[src/rtl/vga_pkg.sv]
// rtl/vga_pkg.sv - shared VGA geometry, mover FSM states and the per-axis bounce step
package vga_pkg;

  localparam int H_ACTIVE = 640;
  localparam int V_ACTIVE = 480;
  localparam int COORD_W  = 10;

  typedef logic [COORD_W-1:0] coord_t;
  typedef logic [COORD_W:0]   coord_ext_t;

  typedef enum logic {
    IDLE = 1'b0,
    PEND = 1'b1
  } mover_state_t;

  typedef struct packed {
    coord_t pos;
    logic   dir;
  } axis_t;

  // One step along an axis; the extra bit keeps pos+step from wrapping near the far edge.
  function automatic axis_t axis_step(input coord_t pos, input logic dir,
                                      input coord_ext_t max_pos, input coord_ext_t step);
    coord_ext_t w_sum;
    axis_t      r;
    r.pos = pos;
    r.dir = dir;
    w_sum = '0;
    if (dir) begin
      w_sum = {1'b0, pos} + step;
      if (w_sum >= max_pos) begin
        r.pos = max_pos[COORD_W-1:0];
        r.dir = 1'b0;
      end else begin
        r.pos = w_sum[COORD_W-1:0];
      end
    end else begin
      if ({1'b0, pos} <= step) begin
        r.pos = '0;
        r.dir = 1'b1;
      end else begin
        w_sum = {1'b0, pos} - step;
        r.pos = w_sum[COORD_W-1:0];
      end
    end
    return r;
  endfunction

endpackage

[src/rtl/sync_edge_detect.sv]
// rtl/sync_edge_detect.sv - two-flop synchroniser with one-cycle rising-edge pulse
module sync_edge_detect (
  input  logic i_clk,
  input  logic i_rst_n,
  input  logic i_d,
  output logic o_rise
);

  logic r_sync1;
  logic r_sync2;
  logic r_prev;

  always_ff @(posedge i_clk or negedge i_rst_n) begin
    if (!i_rst_n) begin
      r_sync1 <= 1'b0;
      r_sync2 <= 1'b0;
      r_prev  <= 1'b0;
    end else begin
      r_sync1 <= i_d;
      r_sync2 <= r_sync1;
      r_prev  <= r_sync2;
    end
  end

  assign o_rise = r_sync2 & ~r_prev;

endmodule

[src/rtl/square_mover.sv]
// rtl/square_mover.sv - steps a bouncing square once per slow tick, applied only in vertical blanking
module square_mover #(
  parameter int H_ACTIVE = vga_pkg::H_ACTIVE,
  parameter int V_ACTIVE = vga_pkg::V_ACTIVE,
  parameter int SIZE     = 32,
  parameter int STEP     = 4,
  parameter int X_INIT   = 0,
  parameter int Y_INIT   = 0
) (
  input  logic                        fastClk,
  input  logic                        rstn,
  input  logic                        slowClk,
  input  logic                        enable,
  input  logic                        blank_v,
  input  logic [vga_pkg::COORD_W-1:0] hcount,
  input  logic [vga_pkg::COORD_W-1:0] vcount,
  output logic [vga_pkg::COORD_W-1:0] sq_x,
  output logic [vga_pkg::COORD_W-1:0] sq_y,
  output logic                        dir_x,
  output logic                        dir_y,
  output logic                        moved,
  output logic                        red_on
);

  import vga_pkg::*;

  localparam coord_ext_t X_MAX  = coord_ext_t'(H_ACTIVE - SIZE);
  localparam coord_ext_t Y_MAX  = coord_ext_t'(V_ACTIVE - SIZE);
  localparam coord_ext_t STEP_E = coord_ext_t'(STEP);
  localparam coord_ext_t SIZE_E = coord_ext_t'(SIZE);

  mover_state_t r_state;
  mover_state_t w_state_nxt;
  logic         w_tick;
  logic         w_apply;
  axis_t        w_nx;
  axis_t        w_ny;
  coord_t       r_sq_x;
  coord_t       r_sq_y;
  logic         r_dir_x;
  logic         r_dir_y;
  logic         r_moved;
  logic         r_red_on;
  logic         w_in_x;
  logic         w_in_y;

  // slowClk is only ever sampled as data in the pixel domain.
  sync_edge_detect u_slow_edge (
    .i_clk   (fastClk),
    .i_rst_n (rstn),
    .i_d     (slowClk),
    .o_rise  (w_tick)
  );

  always_ff @(posedge fastClk or negedge rstn) begin
    if (!rstn) begin
      r_state <= IDLE;
    end else begin
      r_state <= w_state_nxt;
    end
  end

  // Ticks arriving while PEND are absorbed: one step per PEND visit.
  always_comb begin
    w_state_nxt = r_state;
    w_apply     = 1'b0;
    case (r_state)
      IDLE: begin
        if (w_tick && enable) begin
          w_state_nxt = PEND;
        end
      end
      PEND: begin
        if (!enable) begin
          w_state_nxt = IDLE;
        end else if (blank_v) begin
          w_apply     = 1'b1;
          w_state_nxt = IDLE;
        end
      end
      default: w_state_nxt = IDLE;
    endcase
  end

  assign w_nx = axis_step(r_sq_x, r_dir_x, X_MAX, STEP_E);
  assign w_ny = axis_step(r_sq_y, r_dir_y, Y_MAX, STEP_E);

  always_ff @(posedge fastClk or negedge rstn) begin
    if (!rstn) begin
      r_sq_x  <= coord_t'(X_INIT);
      r_sq_y  <= coord_t'(Y_INIT);
      r_dir_x <= 1'b1;
      r_dir_y <= 1'b1;
      r_moved <= 1'b0;
    end else begin
      r_moved <= w_apply;
      if (w_apply) begin
        r_sq_x  <= w_nx.pos;
        r_dir_x <= w_nx.dir;
        r_sq_y  <= w_ny.pos;
        r_dir_y <= w_ny.dir;
      end
    end
  end

  assign w_in_x = ({1'b0, hcount} >= {1'b0, r_sq_x}) && ({1'b0, hcount} < ({1'b0, r_sq_x} + SIZE_E));
  assign w_in_y = ({1'b0, vcount} >= {1'b0, r_sq_y}) && ({1'b0, vcount} < ({1'b0, r_sq_y} + SIZE_E));

  always_ff @(posedge fastClk or negedge rstn) begin
    if (!rstn) begin
      r_red_on <= 1'b0;
    end else begin
      r_red_on <= w_in_x && w_in_y;
    end
  end

  assign sq_x   = r_sq_x;
  assign sq_y   = r_sq_y;
  assign dir_x  = r_dir_x;
  assign dir_y  = r_dir_y;
  assign moved  = r_moved;
  assign red_on = r_red_on;

endmodule
[config.mk]
export PLATFORM = sky130hd
export DESIGN_NAME = square_mover
export DESIGN_NICKNAME = d
export VERILOG_FILES = /design/src/rtl/vga_pkg.sv /design/src/rtl/sync_edge_detect.sv /design/src/rtl/square_mover.sv
export SDC_FILE = /design/constraint.sdc
export NUM_CORES = 1
export LEC_CHECK = 0
export BUFFER_PORTS_ARGS = -buffer_cell sky130_fd_sc_hd__buf_2
export CAP_MARGIN = 5
export CELL_PAD_IN_SITES_DETAIL_PLACEMENT = 1
export CELL_PAD_IN_SITES_GLOBAL_PLACEMENT = 2
export CORE_ASPECT_RATIO = 1.4
export CORE_UTILIZATION = 36
export CTS_CLUSTER_DIAMETER = 150
export DETAILED_ROUTE_END_ITERATION = 8
export PLACE_DENSITY = 0.85
export SETUP_SLACK_MARGIN = 0.2
export SYNTH_ARGS = -nofsm -noshare
export SYNTH_HDL_FRONTEND = slang
export SYNTH_SLANG_ARGS = --single-unit
[constraint.sdc]
create_clock -name fastClk -period 4.45 [get_ports fastClk]
set_input_delay 0 -clock fastClk [delete_from_list [all_inputs] [get_ports fastClk]]
set_output_delay 0 -clock fastClk [all_outputs]
set_load 0.01 [all_outputs]
; ---- Word-level counts from Yosys, hierarchy flattened
; Cells that the tools add are included.
[word_totals]
regBits = 28
input_bits = 25
out_inout_bits = 24
word_cells = 48
[classes]
n_addsub = 6
order_cmp = 8
muxes = 17
bitwise_logic = 3
reduce_logical = 4
[ops]
columns = cell, count
row1 = two-way mux 10 bit, 4
row2 = adder 10 x 3 -> 11 bit (second input constant), 2
row3 = adder 10 x 6 -> 11 bit (second input constant), 2
row4 = less-than comparator 10 x 11 -> 1 bit, 2
row5 = two-way mux 11 bit, 2
row6 = >= comparator 10 bit, 2
row7 = <= comparator 10 x 3 -> 1 bit (second input constant), 2
row8 = subtractor 10 x 3 -> 10 bit (second input constant), 2
row9 = >= comparator 11 x 10 -> 1 bit (second input constant), 1
row10 = >= comparator 11 x 9 -> 1 bit (second input constant), 1
row11 = two-way mux 1 bit, 10
row12 = logical AND 1 bit, 4
row13 = inverter 1 bit, 2
row14 = one-hot mux 1 bit (2 select lines), 1
row15 = AND 1 bit, 1

; ---- Depth between registers and ports, before layout
[depth]
ltp_word = 5
depth_mapped = 10
ltp_nobuf = 9

; ---- Cells and area by module
; A second synthesis with hierarchy kept.
[unflattened]
cells_unflattened = 289
hier_area_um2 = 2369.8
[by_module_without_submodules]
columns = mod, n_inst, cells_each, area_each_um2, seq_area_each_um2
row1 = square_mover, 1, 285, 2280.9, 528.0
row2 = sync_edge_detect, 1, 4, 88.8, 75.1

; ---- Worst setup path before layout
; Ideal clock, no wire load.
[synth_timing]
path_type = register to register
startpoint = register r_sq_y[5] (netlist: sq_y[5])
endpoint = register r_red_on (netlist: red_on)
setup_ns = 0.094
arrival_ns = 2.175
t_required_ns = 4.356
setup_slack_ns = 2.181
path_stages_with_launch = 11
path_buffers = 1
synth_period_minus_slack_ns = 2.269
cell_sequence = dfrtp_1 -> clkbuf_1 -> inv_1 -> ha_1 -> inv_1 -> ha_1 -> a21o_1 -> a211oi_1 -> a31oi_1 -> a211o_1 -> a211oi_1
[synth_between]
elab_chain_cells = 4
word_cells_on_any_way = 5
classes_between = 1 x add/sub / 2 x order compare / 2 x reduce/logical
[synth_rtl]
columns = element, line_no
row1 = start: declaration, square_mover.sv:39  ; coord_t r_sq_y;
row2 = start signal: assignment, square_mover.sv:91  ; r_sq_y <= coord_t'(Y_INIT);
row3 = start signal: assignment, square_mover.sv:100  ; r_sq_y <= w_ny.pos;
row4 = adder 10 x 6 -> 11 bit, square_mover.sv:107  ; assign w_in_y = ({1'b0, vcount} >= {1'b0, r_sq_y}) && ({1'b0, vcount} < ({1'b0, r_sq_y} + SIZE_E));
row5 = less-than comparator 10 x 11 -> 1 bit, square_mover.sv:107
row6 = logical AND 1 bit (*), square_mover.sv:107
row7 = logical AND 1 bit (*), square_mover.sv:113  ; r_red_on <= w_in_x && w_in_y;
row8 = end signal: assignment, square_mover.sv:113
row9 = end: declaration, square_mover.sv:43  ; logic r_red_on;
; Every way passes the cells marked *; elsewhere a longest branch is shown, timed or not.
; A chain may end at the register's enable or synchronous reset.

; ---- Final worst setup path
[layout_timing]
startpoint = register r_sq_y[5] (netlist: sq_y[5])
endpoint = register r_sq_y[8] (netlist: sq_y[8])
[layout_between]
elab_chain_cells = 4
word_cells_on_any_way = 7
classes_between = 2 x add/sub / 2 x order compare / 3 x mux
[layout_rtl]
columns = element, line_no
row1 = adder 10 x 3 -> 11 bit, vga_pkg.sv:30  ; w_sum = {1'b0, pos} + step;
row2 = >= comparator 11 x 9 -> 1 bit, vga_pkg.sv:31  ; if (w_sum >= max_pos) begin
row3 = two-way mux 10 bit, vga_pkg.sv:31
row4 = two-way mux 11 bit (*), vga_pkg.sv:29  ; if (dir) begin
; Marks and branches as above.

==> flow_summary.ini <==
[synth]
synth.distinct_cells = 56
netlist_top_cells_area = dfrtp_1 (22%), ha_1 (18%), a21oi_1 (5.1%)
synth_top_area_share = 0.216
ys_warn_count = 0
syn_avg_cell_area_um2 = 8.29
synth_commonest_cells = ha_1 (36), a21oi_1 (26), dfrtp_1 (22)
synth_edf_count = 0
synth_cells = 307
yosysMostFrequentCell = ha_1
ys_ff_latch = 24
synth_top_area_cell = dfrtp_1
ys.flop_type = dfrtp_1
synthesis.area_um2 = 2550
async_flop_share = 1.00
ys_seq_area_frac = 0.237

[placement]
dpl_cell_area_um2 = 2780
dp_hpwl_mm = 5.56
gp_congestion = 0.825
port_buffers = 40
place_ws_ns = 1.83

[clocking]
clk_path_buf_depth = 2
cts_tree = yes
clkTransAtPathRegs_ns = 0.11
clock_latency_ns = 0.28
h-tree-depth = 1
cts.repair.resized = 0
cts_buffers = 3
cts_setup_buffers = 0
root_buffer = clkbuf_8
cts_num_sinks = 24

[final_layout]
drive_gt1_frac = 0.155
fin_util = 0.430
syn_to_final_growth_pct = 13.3
post-route-cell-area_um2 = 2880
finalNetCount = 398
diodes = 0

[worst_setup_path]
reg2reg_slack_ns = 1.80
slowest_stage = a311oi_2
start_kind = flip-flop
worstSetupPathType = flip-flop to flip-flop
worst-path-max-fanout = 14
cp_num_buf_inv = 0
slowest_delay_ns = 0.72
required_ns = 4.63
critPathTopFamily = compound AO/OA/AOI/OAI gates
crit_path_end_kind = flip-flop
cp.arrival_ns = 2.83
crit_chain = ha_1, and4_1, xnor2_1, a311oi_2, a41oi_1, o22a_1

[die]
dieArea_um2 = 7420
die_h_um = 102
num_rows = 35
ios = 49
core_area_um2 = 6700
start_util = 0.380
die_x_um = 73.1

[power]
ir_drop_mv = 0.181
seqPwrFrac = 0.346
p_switching_uw = 426
p_per_area_nw_per_um2 = 343
intPower_uw = 562
p_leak_nw = 1.25
swShare = 0.431
clockPowerShare = 0.207
comb_power_share = 0.447

[timing]
drv_slew = 0
fin_skew_ns = 0.0120
hold_violations = 0
slew_headroom = 0.479
setup_viol = 0
max_freq_mhz = 378
tightestPinTransition_ns = 0.781
final.setup.worst_slack_ns = 1.80
min_period_over_period = 0.595
period_needed_ns = 2.65
finalSetupTns_ns = 0
rsz0062_at_grt = false

[routing]
vias_per_cell = 5.69
postRouteAntennaNets = 0
routed_wl_mm = 7.44
vias = 2437
drc = 0
drt_iter0_drc = 104
dr.pass1.iters = 4
wl_per_cell_um = 17.4

[global_route]
antenna_found_initial = 0
grt_max_degree = 25
grt_usage = 0.214
grt_pass1_vias = 2506
grt_pass1_wl_mm = 12.4
gr-total-overflow = 0

[hold_path]
hp-class = input pin to flip-flop

[outcome]
outcome = completed

[flow_run]
maxCapViolations = 0
[power groups by stage]
stage | combinational, mW | clock (mW) | sequential [mW]
final | 0.441 | 0.204 | 0.342
after floorplan | 0.354 | 0 | 0.296
after CTS | 0.449 | 0.208 | 0.342
after global placement | 0.431 | 0 | 0.346
after global routing | 0.504 | 0.215 | 0.353
after detailed placement | 0.445 | 0 | 0.346
[layout by cell type, fill, tap and decap left out, types with 3 or more instances in the layout]
cell type      count
o211ai_1           9
nor2b_1            4
dlygate4sd3_1      3
clkbuf_8           3
and3_1             4
nand3_1           18
xnor2_1           11
nand2_1           18
nand4_1            5
o21a_1             5
o21ai_0           12
nor4_1             3
buf_2             40
and4_1             6
a21oi_1           26
nor3_1             8
ha_1              36
dfrtp_1           22
a211oi_1           4
o22ai_1            3
a21o_1             3
o31ai_1            5
inv_1             19
a32oi_1            4
conb_1             4
nor2_1            12
a2bb2oi_1          4
[cell families after synthesis]
logic type      after synthesis  share of synthesized area
compound gates               99                      0.272
xor+xnor                     11                     0.0378
flops                        24                      0.237
other cells                   1                    0.00147
buf+inv                      43                     0.0708
fa+ha+maj                    36                      0.177
simple gates                 93                      0.204
[path summary, 6_finish.rpt]
| path | startpoint | to | depth (start not counted) |
|---|---|---|---|
| worst max-delay path | sq_y[5] | sq_y[8] | 6 |
| worst min-delay path | blank_v | r_state | 4 |
| worst max register to register | sq_y[5] | sq_y[8] | 6 |
| worst min register to register | u_slow_edge.r_sync1 | u_slow_edge.r_sync2 | 0 |
| max in group asynchronous | rstn | sq_y[5] | 2 |
| min in group asynchronous | rstn | sq_x[9] | 2 |
[cell type report]
type	count	area (µm²)
timing repair buffer	45	245
clock buffer	3	41.3
fill	809	3820
inverter	20	75.1
sequential	24	603
tap	92	115
clock inverter	1	30.0
multi-input combinational	243	1770
[routing by layer]
metal | GRT usage | part of all wire
met4 | 0.0347 | 0.0039
met3 | 0.0149 | 0.021
met2 | 0.418 | 0.54
met5 | 0 | 0
met1 | 0.253 | 0.44
[worst register-to-register path: stages, from the launching register on]
cell and delay (ns):
dfrtp_1 0.62, ha_1 0.29, and4_1 0.35, xnor2_1 0.12, a311oi_2 0.72, a41oi_1 0.22, o22a_1 0.24
[flip-flops by register name, indices dropped and copies added, names as in the netlist]
signal	count
dir_x	1
r_state	1
red_on	1
moved	1
sq_y	8
sq_x	8
dir_y	1
u_slow_edge.r_sync2	1
u_slow_edge.r_prev	1
u_slow_edge.r_sync1	1
[metrics by stage]
step           hold slack (ns)  total power [mW]  cells
5_1_grt                  0.105              1.07    428
4_1_cts                 0.0561             0.999    428
2_1_floorplan           -0.296             0.650    310
3_3_place_gp            0.0519             0.777    421
6_report                0.0595             0.988    428
3_5_place_dp            0.0550             0.791    421
[timing repair]
action / CTS / global route
hold buffers: 3 / 0
setup endpoints to repair: 0 / 0
hold endpoints to repair: 24 / 0
Power figures use the tool's default switching activity.
